===== src/rtl/sync_cpi_monitor.sv =====
// sync_cpi_monitor: locks to the PMT sync CPI structure (short PRIs + one long PRI) and flags width, PRI and switch faults.
// Defining SYNC_MON_LOS_EN adds the loss-of-signal timeout (err_los); otherwise err_los is tied low.
module sync_cpi_monitor #(
`ifdef SYNC_MON_LOS_EN
    parameter int LOS_CLKS = 6000,
`endif
    parameter int PW_CLKS = 480,
    parameter int SHORT_CLKS = 2400,
    parameter int LONG_CLKS = 3000,
    parameter int CPI_LEN = 100,
    parameter int TOL = 4,
    parameter int SW_LEAD = 6,
    parameter int SW_TOL = 1,
    parameter int SW_SAMPLE = 240
) (
    input  logic       i_sysclk,
    input  logic [0:0] i_btn,
    input  logic       i_sync_in,
    input  logic       i_sw_in,
    output logic       o_locked,
    output logic       o_cpi_start,
    output logic       o_pulse_vld,
    output logic [6:0] o_pulse_idx,
    output logic       o_err_width,
    output logic       o_err_pri,
    output logic       o_err_switch,
    output logic [7:0] o_err_cnt,
    output logic       o_err_los
);
    typedef enum logic {HUNT, LOCKED} state_t;

    state_t      r_state, w_state_nxt;
    logic [1:0]  r_sy, r_sw;
    logic        r_sy_d, r_sw_d, r_per_vld, r_sw_seen;
    logic [15:0] r_per_cnt, r_lead_cnt;
    logic [11:0] r_hi_cnt;
    logic [16:0] w_per, w_hi, w_lead;
    logic [6:0]  w_idx_nxt;
    logic        w_rst, w_rise, w_fall, w_sw_rise, w_locked, w_last, w_long_ok, w_pri_ok;
    logic        w_e_pri, w_e_lead, w_e_width, w_e_level, w_los, w_any, w_start, w_vld;

    function automatic logic in_rng(input logic [16:0] v, input int nom, input int tol);
        return v >= 17'(nom - tol) && v <= 17'(nom + tol);
    endfunction

    assign w_rst     = i_btn[0];
    assign w_rise    = r_sy[1] & ~r_sy_d;
    assign w_fall    = ~r_sy[1] & r_sy_d;
    assign w_sw_rise = r_sw[1] & ~r_sw_d;
    // Counters hold (interval - 1) when sampled, so +1 gives true clock spans.
    assign w_per     = {1'b0, r_per_cnt} + 17'd1;
    assign w_hi      = {5'd0, r_hi_cnt} + 17'd1;
    assign w_lead    = {1'b0, r_lead_cnt} + 17'd1;
    assign w_locked  = r_state == LOCKED;
    assign o_locked  = w_locked;
    assign w_last    = o_pulse_idx == 7'(CPI_LEN - 1);
    assign w_long_ok = in_rng(w_per, LONG_CLKS, TOL);
    assign w_pri_ok  = w_last ? w_long_ok : in_rng(w_per, SHORT_CLKS, TOL);
    assign w_e_pri   = w_locked & w_rise & ~w_pri_ok;
    assign w_e_lead  = w_locked & w_rise & o_pulse_idx[0] & ~(r_sw_seen & in_rng(w_lead, SW_LEAD, SW_TOL));
    assign w_e_width = w_locked & w_fall & ~in_rng(w_hi, PW_CLKS, TOL);
    assign w_e_level = w_locked & (r_per_cnt == 16'(SW_SAMPLE)) & (r_sw[1] == o_pulse_idx[0]);
    assign w_any     = w_e_pri | w_e_lead | w_e_width | w_e_level | w_los;

`ifdef SYNC_MON_LOS_EN
    assign w_los = ~w_rise & (r_per_cnt == 16'(LOS_CLKS));
    always_ff @(posedge i_sysclk) begin
        if (w_rst) o_err_los <= 1'b0;
        else       o_err_los <= o_err_los | w_los;
    end
`else
    assign w_los     = 1'b0;
    assign o_err_los = 1'b0;
`endif

    always_ff @(posedge i_sysclk) begin
        if (w_rst) r_state <= HUNT;
        else       r_state <= w_state_nxt;
    end

    always_comb begin
        w_state_nxt = r_state;
        w_idx_nxt   = o_pulse_idx;
        w_start     = 1'b0;
        w_vld       = 1'b0;
        if (w_los) begin
            w_state_nxt = HUNT;
            w_idx_nxt   = '0;
        end
        if (w_rise) begin
            if (!w_locked) begin
                if (r_per_vld && w_long_ok) begin
                    w_state_nxt = LOCKED;
                    w_idx_nxt   = '0;
                    w_start     = 1'b1;
                    w_vld       = 1'b1;
                end
            end else if (w_pri_ok) begin
                w_idx_nxt = w_last ? 7'd0 : o_pulse_idx + 7'd1;
                w_start   = w_last;
                w_vld     = 1'b1;
            end else begin
                w_state_nxt = HUNT;
                w_idx_nxt   = '0;
            end
        end
    end

    always_ff @(posedge i_sysclk) begin
        if (w_rst) begin
            r_sy         <= '0;
            r_sw         <= '0;
            r_sy_d       <= 1'b0;
            r_sw_d       <= 1'b0;
            r_per_cnt    <= '0;
            r_hi_cnt     <= '0;
            r_lead_cnt   <= '0;
            r_sw_seen    <= 1'b0;
            r_per_vld    <= 1'b0;
            o_pulse_idx  <= '0;
            o_cpi_start  <= 1'b0;
            o_pulse_vld  <= 1'b0;
            o_err_width  <= 1'b0;
            o_err_pri    <= 1'b0;
            o_err_switch <= 1'b0;
            o_err_cnt    <= '0;
        end else begin
            r_sy         <= {r_sy[0], i_sync_in};
            r_sw         <= {r_sw[0], i_sw_in};
            r_sy_d       <= r_sy[1];
            r_sw_d       <= r_sw[1];
            r_per_cnt    <= w_rise ? 16'd0 : r_per_cnt + {15'd0, ~&r_per_cnt};
            r_hi_cnt     <= w_rise ? 12'd0 : r_hi_cnt + {11'd0, r_sy[1] & ~&r_hi_cnt};
            r_lead_cnt   <= w_sw_rise ? 16'd0 : r_lead_cnt + {15'd0, ~&r_lead_cnt};
            // A switch rise coincident with the sync rise belongs to the new pulse.
            r_sw_seen    <= w_rise ? w_sw_rise : r_sw_seen | w_sw_rise;
            r_per_vld    <= w_los ? 1'b0 : r_per_vld | w_rise;
            o_pulse_idx  <= w_idx_nxt;
            o_cpi_start  <= w_start;
            o_pulse_vld  <= w_vld;
            o_err_width  <= o_err_width | w_e_width;
            o_err_pri    <= o_err_pri | w_e_pri;
            o_err_switch <= o_err_switch | w_e_lead | w_e_level;
            o_err_cnt    <= o_err_cnt + {7'd0, w_any & ~&o_err_cnt};
        end
    end
endmodule

===== config.mk =====
export PLATFORM = sky130hd
export DESIGN_NAME = sync_cpi_monitor
export DESIGN_NICKNAME = d
export VERILOG_FILES = /design/src/rtl/sync_cpi_monitor.sv
export SDC_FILE = /design/constraint.sdc
export NUM_CORES = 1
export LEC_CHECK = 0
export CAP_MARGIN = 0
export CORE_MARGIN = 4
export CORE_UTILIZATION = 54
export DETAILED_ROUTE_END_ITERATION = 8
export GPL_TIMING_DRIVEN = 1
export PLACE_DENSITY = 0.76
export SETUP_SLACK_MARGIN = 0.15
export SLEW_MARGIN = 30
export SYNTH_ARGS = -nofsm -noshare
export SYNTH_HDL_FRONTEND = slang
export SYNTH_SLANG_ARGS = --single-unit

===== constraint.sdc =====
create_clock -name i_sysclk -period 3.3 [get_ports i_sysclk]
set_clock_uncertainty 0.05 [all_clocks]
set_input_delay 0.825 -clock i_sysclk [delete_from_list [all_inputs] [get_ports i_sysclk]]
set_output_delay 0.825 -clock i_sysclk [all_outputs]
set_load 0.1 [all_outputs]

==> metrics.md <==
| Metric | Value |
|---|---|
| Outcome | completed |
| Port Buffers | 24 |
| Hold Buf Count CTS | 0 |
| Largest net degree at the start of global routing | 25 |
| Post-route clock period utilization | between 90% and 100% |
| Seq/Total Area, Yosys | roughly a third |
| Initial antenna violation count | 0 |
| Worst-skew pair later-pin latency | ~340 ps |
| Count leader, synth | dfxtp_1 |
| Worst path cell trace | buf_6 -> nand3_1 -> or3_1 -> a222oi_1 -> o21ai_1 -> a32oi_2 -> nor3_2 -> a211o_1 -> a21oi_2 -> ha_2 -> nand3_4 -> or3_1 -> a21oi_1 |
| MaxCap Viol Count | 0 |
| DR WL met2 | ~5.0 mm |
| Routed Antenna Nets | 0 |
| Pins over their slew limit | 0 |
| Critical Path AT | approximately 3400 ps |
| Remaining DRCs | 0 |
| Io pins | 26 |
| Chip Width | 96.4 um |
| Nets@finish | 600 |
| Vias | 4000 |
| Crit Path Class | register to register |
| Gpl congestion | approximately 0.9 |
| CTS Buffer Depth | 2 |
| Avg Cell Area, Syn | 8.11 um^2 |
| First-pass GRT wire length | between 15 and 20 mm |
| Fmax | 314 MHz |
| Share of layout cells above drive strength 1 | between 20% and 30% |
| Cell area after placement | ~0.0047 mm^2 |
| Setup crit end kind | register |
| Pwr/cell area | about 320 mW/mm^2 |
| DP Wirelength | 7.17 mm |
| Drt wl/cell | 14.8 um |
| Syn-to-layout area delta | 23.3% |
| Post-synth EDFFs | 0 |
| Peak supply drop | between 0.0002 and 0.0003 V |
| Crit-path max FO | 10 |
| GRT Util Overall | between 20% and 30% |
| Yosys warnings | 0 |
| Core area | 0.00741 mm^2 |
| P_leak | 1.91 nW |
| Critical Path Max Stage Delay | between 400 and 500 ps |
| Synth top area cells | dfxtp_1 35%, nor2_1 5.8%, xor2_1 5.6%, ha_1 4.5%, nand2_1 4.0% |
| Vias in the first global route | between 3000 and 4000 |
| Mapped Nets | between 500 and 600 |
| Rows | 31 |
| Die height | 96.4 um |
| DIE AREA | ~0.0093 mm^2 |
| H-Tree Depth | 3 |
| Crit path required time | roughly 3500 ps |
| Top post-synthesis cells by count | 73 x dfxtp_1, 65 x nor2_1, 45 x nand2_1 |
| Cell area after synthesis | 0.00422 mm^2 |
| Library cells used by synthesis | 70 |
| Synth Flop Type | dfxtp_1 |
| Post-synth ARST share | 0% |
| Post-route cell area | just over 0.005 mm^2 |
| Final min period | between 3000 and 4000 ps |
| Total wire length | ~10 mm |
| Cts bufs inserted | 9 |
| Most frequent CP cell | or3_1 |
| CTS sink count | 73 |
| Fillers | slightly below 600 |
| Max_slew headroom | 46.8% |
| Startpoint types | register |
| Worst Max-Slew Pin Slew | around 800 ps |
| Iter 0 DRT Violations | 200 |
| Top layer in use | met4 |
| ANT cells | 0 |
| Vias per inst | 5.85 |
| Flops & latches, synth | 73 |
| Root buffer cell | clkbuf_8 |
| Leading area contributor after synthesis | dfxtp_1 |
| Met1 WL | around 4.5 mm |
| Yosys top cell area share | 34.7% |
| Synth Instances | 520 |
| Hold Fails Final Rpt | 0 |
| Initial Util | between 50% and 60% |
| CTS tree | built |
| Crit-path slowest cell | a222oi_1 |
| Final hold slack | about 390 ps |
| GR Overflow Total | 0 |
| Clk slew on worst S/H paths | 80 ps |
| Met3 WL | around 410 um |
| Worst min path class | register to register |
| Setup violators final | 0 |
| Drt pass-1 iters | 5 |
| RSZ-0062 raised after global routing | yes |
per-stage QoR:
stage | power, mW | TNS (ps) | cells | util, % | setup WS (ps)
detailed placement | 1.01 | -211 | 651 | 63.8 | -74.5
global placement | 1.01 | 0 | 651 | 63.8 | 71.4
floorplan | 0.986 | 0 | 520 | - | 171
CTS | 1.70 | 0 | 675 | 68.5 | 150
finish | 1.69 | 0 | 684 | 70.2 | 114
global route | 1.76 | -102 | 684 | 70.2 | -35.0
state kept, by name (all words and copies together), names as in the netlist:
signal / count
o_err_switch: 1
o_pulse_vld: 1
r_sy_d: 1
o_err_width: 1
r_hi_cnt: 12
r_per_cnt: 16
o_err_cnt: 8
r_sw_seen: 1
o_pulse_idx: 7
r_sw: 2
r_lead_cnt: 16
o_cpi_start: 1
o_locked: 1
r_sw_d: 1
r_sy: 2
o_err_pri: 1
r_per_vld: 1
final timing paths:
| path | slack [ps] | to | startpoint | cells past startpoint |
|---|---|---|---|---|
| worst min-delay path | 390 | r_sy[1] | r_sy[0] | 1 |
| worst max-delay path | 110 | o_err_cnt[5] | r_per_cnt[4] | 13 |
| worst min register to register | 390 | r_sy[1] | r_sy[0] | 1 |
| worst max register to register | 110 | o_err_cnt[5] | r_per_cnt[4] | 13 |
final cells by class:
class	count	area (um^2)	share of cell area (%)
clock buffer	10	138	2.65
clock inverter	5	56.3	1.08
inverter	12	45.0	0.867
multi-input combinational	410	2750	52.8
sequential	73	1490	28.7
tap	99	124	2.38
timing repair buffer	75	599	11.5
layout by cell type, fill, tap and decap left out, types with 5 or more instances in the layout:
master / synthesis / layout
ha_1: 15 / 11
xnor2_1: 17 / 17
inv_1: 12 / 12
or3_1: 17 / 17
nand4_1: 20 / 20
nand2b_1: 8 / 8
buf_4: 2 / 69
a22oi_1: 5 / 5
a21oi_1: 21 / 20
xor2_1: 27 / 27
and2_1: 9 / 8
nor2b_1: 13 / 13
o31ai_1: 8 / 6
clkbuf_8: 0 / 10
nand2_1: 45 / 45
and3_1: 10 / 10
dfxtp_1: 73 / 58
nor2_1: 65 / 65
o21ai_0: 20 / 18
nand3_1: 23 / 20
nor4_1: 6 / 5
dfxtp_2: 0 / 11
nor3_2: 3 / 5
routing by layer:
layer	track usage, %	vias to the layer above
met5	0	-
met3	3.75	27
met1	27.1	1891
li1	-	1991
met2	38.2	91
met4	10.2	0
power by group:
group / leakage [nW] / switching, mW / total [mW] / internal [mW]
clock: 0.0981 / 0.321 / 0.685 / 0.364
sequential: 0.599 / 0.0122 / 0.902 / 0.890
combinational: 1.22 / 0.0590 / 0.102 / 0.0432
total: 1.91 / 0.392 / 1.69 / 1.30
critical path, delay by kind of cell, from the launching register on:
kind	cells	cell delay [ps]
flip-flops	1	360
AND/OR/NAND/NOR	5	1030
adder cells (fa/ha/maj)	1	230
AO/OA/AOI/OAI	6	1310
buffers and inverters	1	150
what timing repair did:
item / CTS / global route
resized for setup: 24 / 10
buffers inserted: 9 / 9
cloned: 0 / 0
pin swaps: 17 / 3
endpoints found under the setup margin: 7 / 7
logic make-up after synthesis:
family	synth area share, %
compound gates	15.2
xor+xnor	9.14
fa+ha+maj	4.93
buf+inv	3.59
flops	34.7
mux	0.534
other cells	0.0890
simple gates	31.9
No activity file was read; power rests on OpenSTA's default activity.
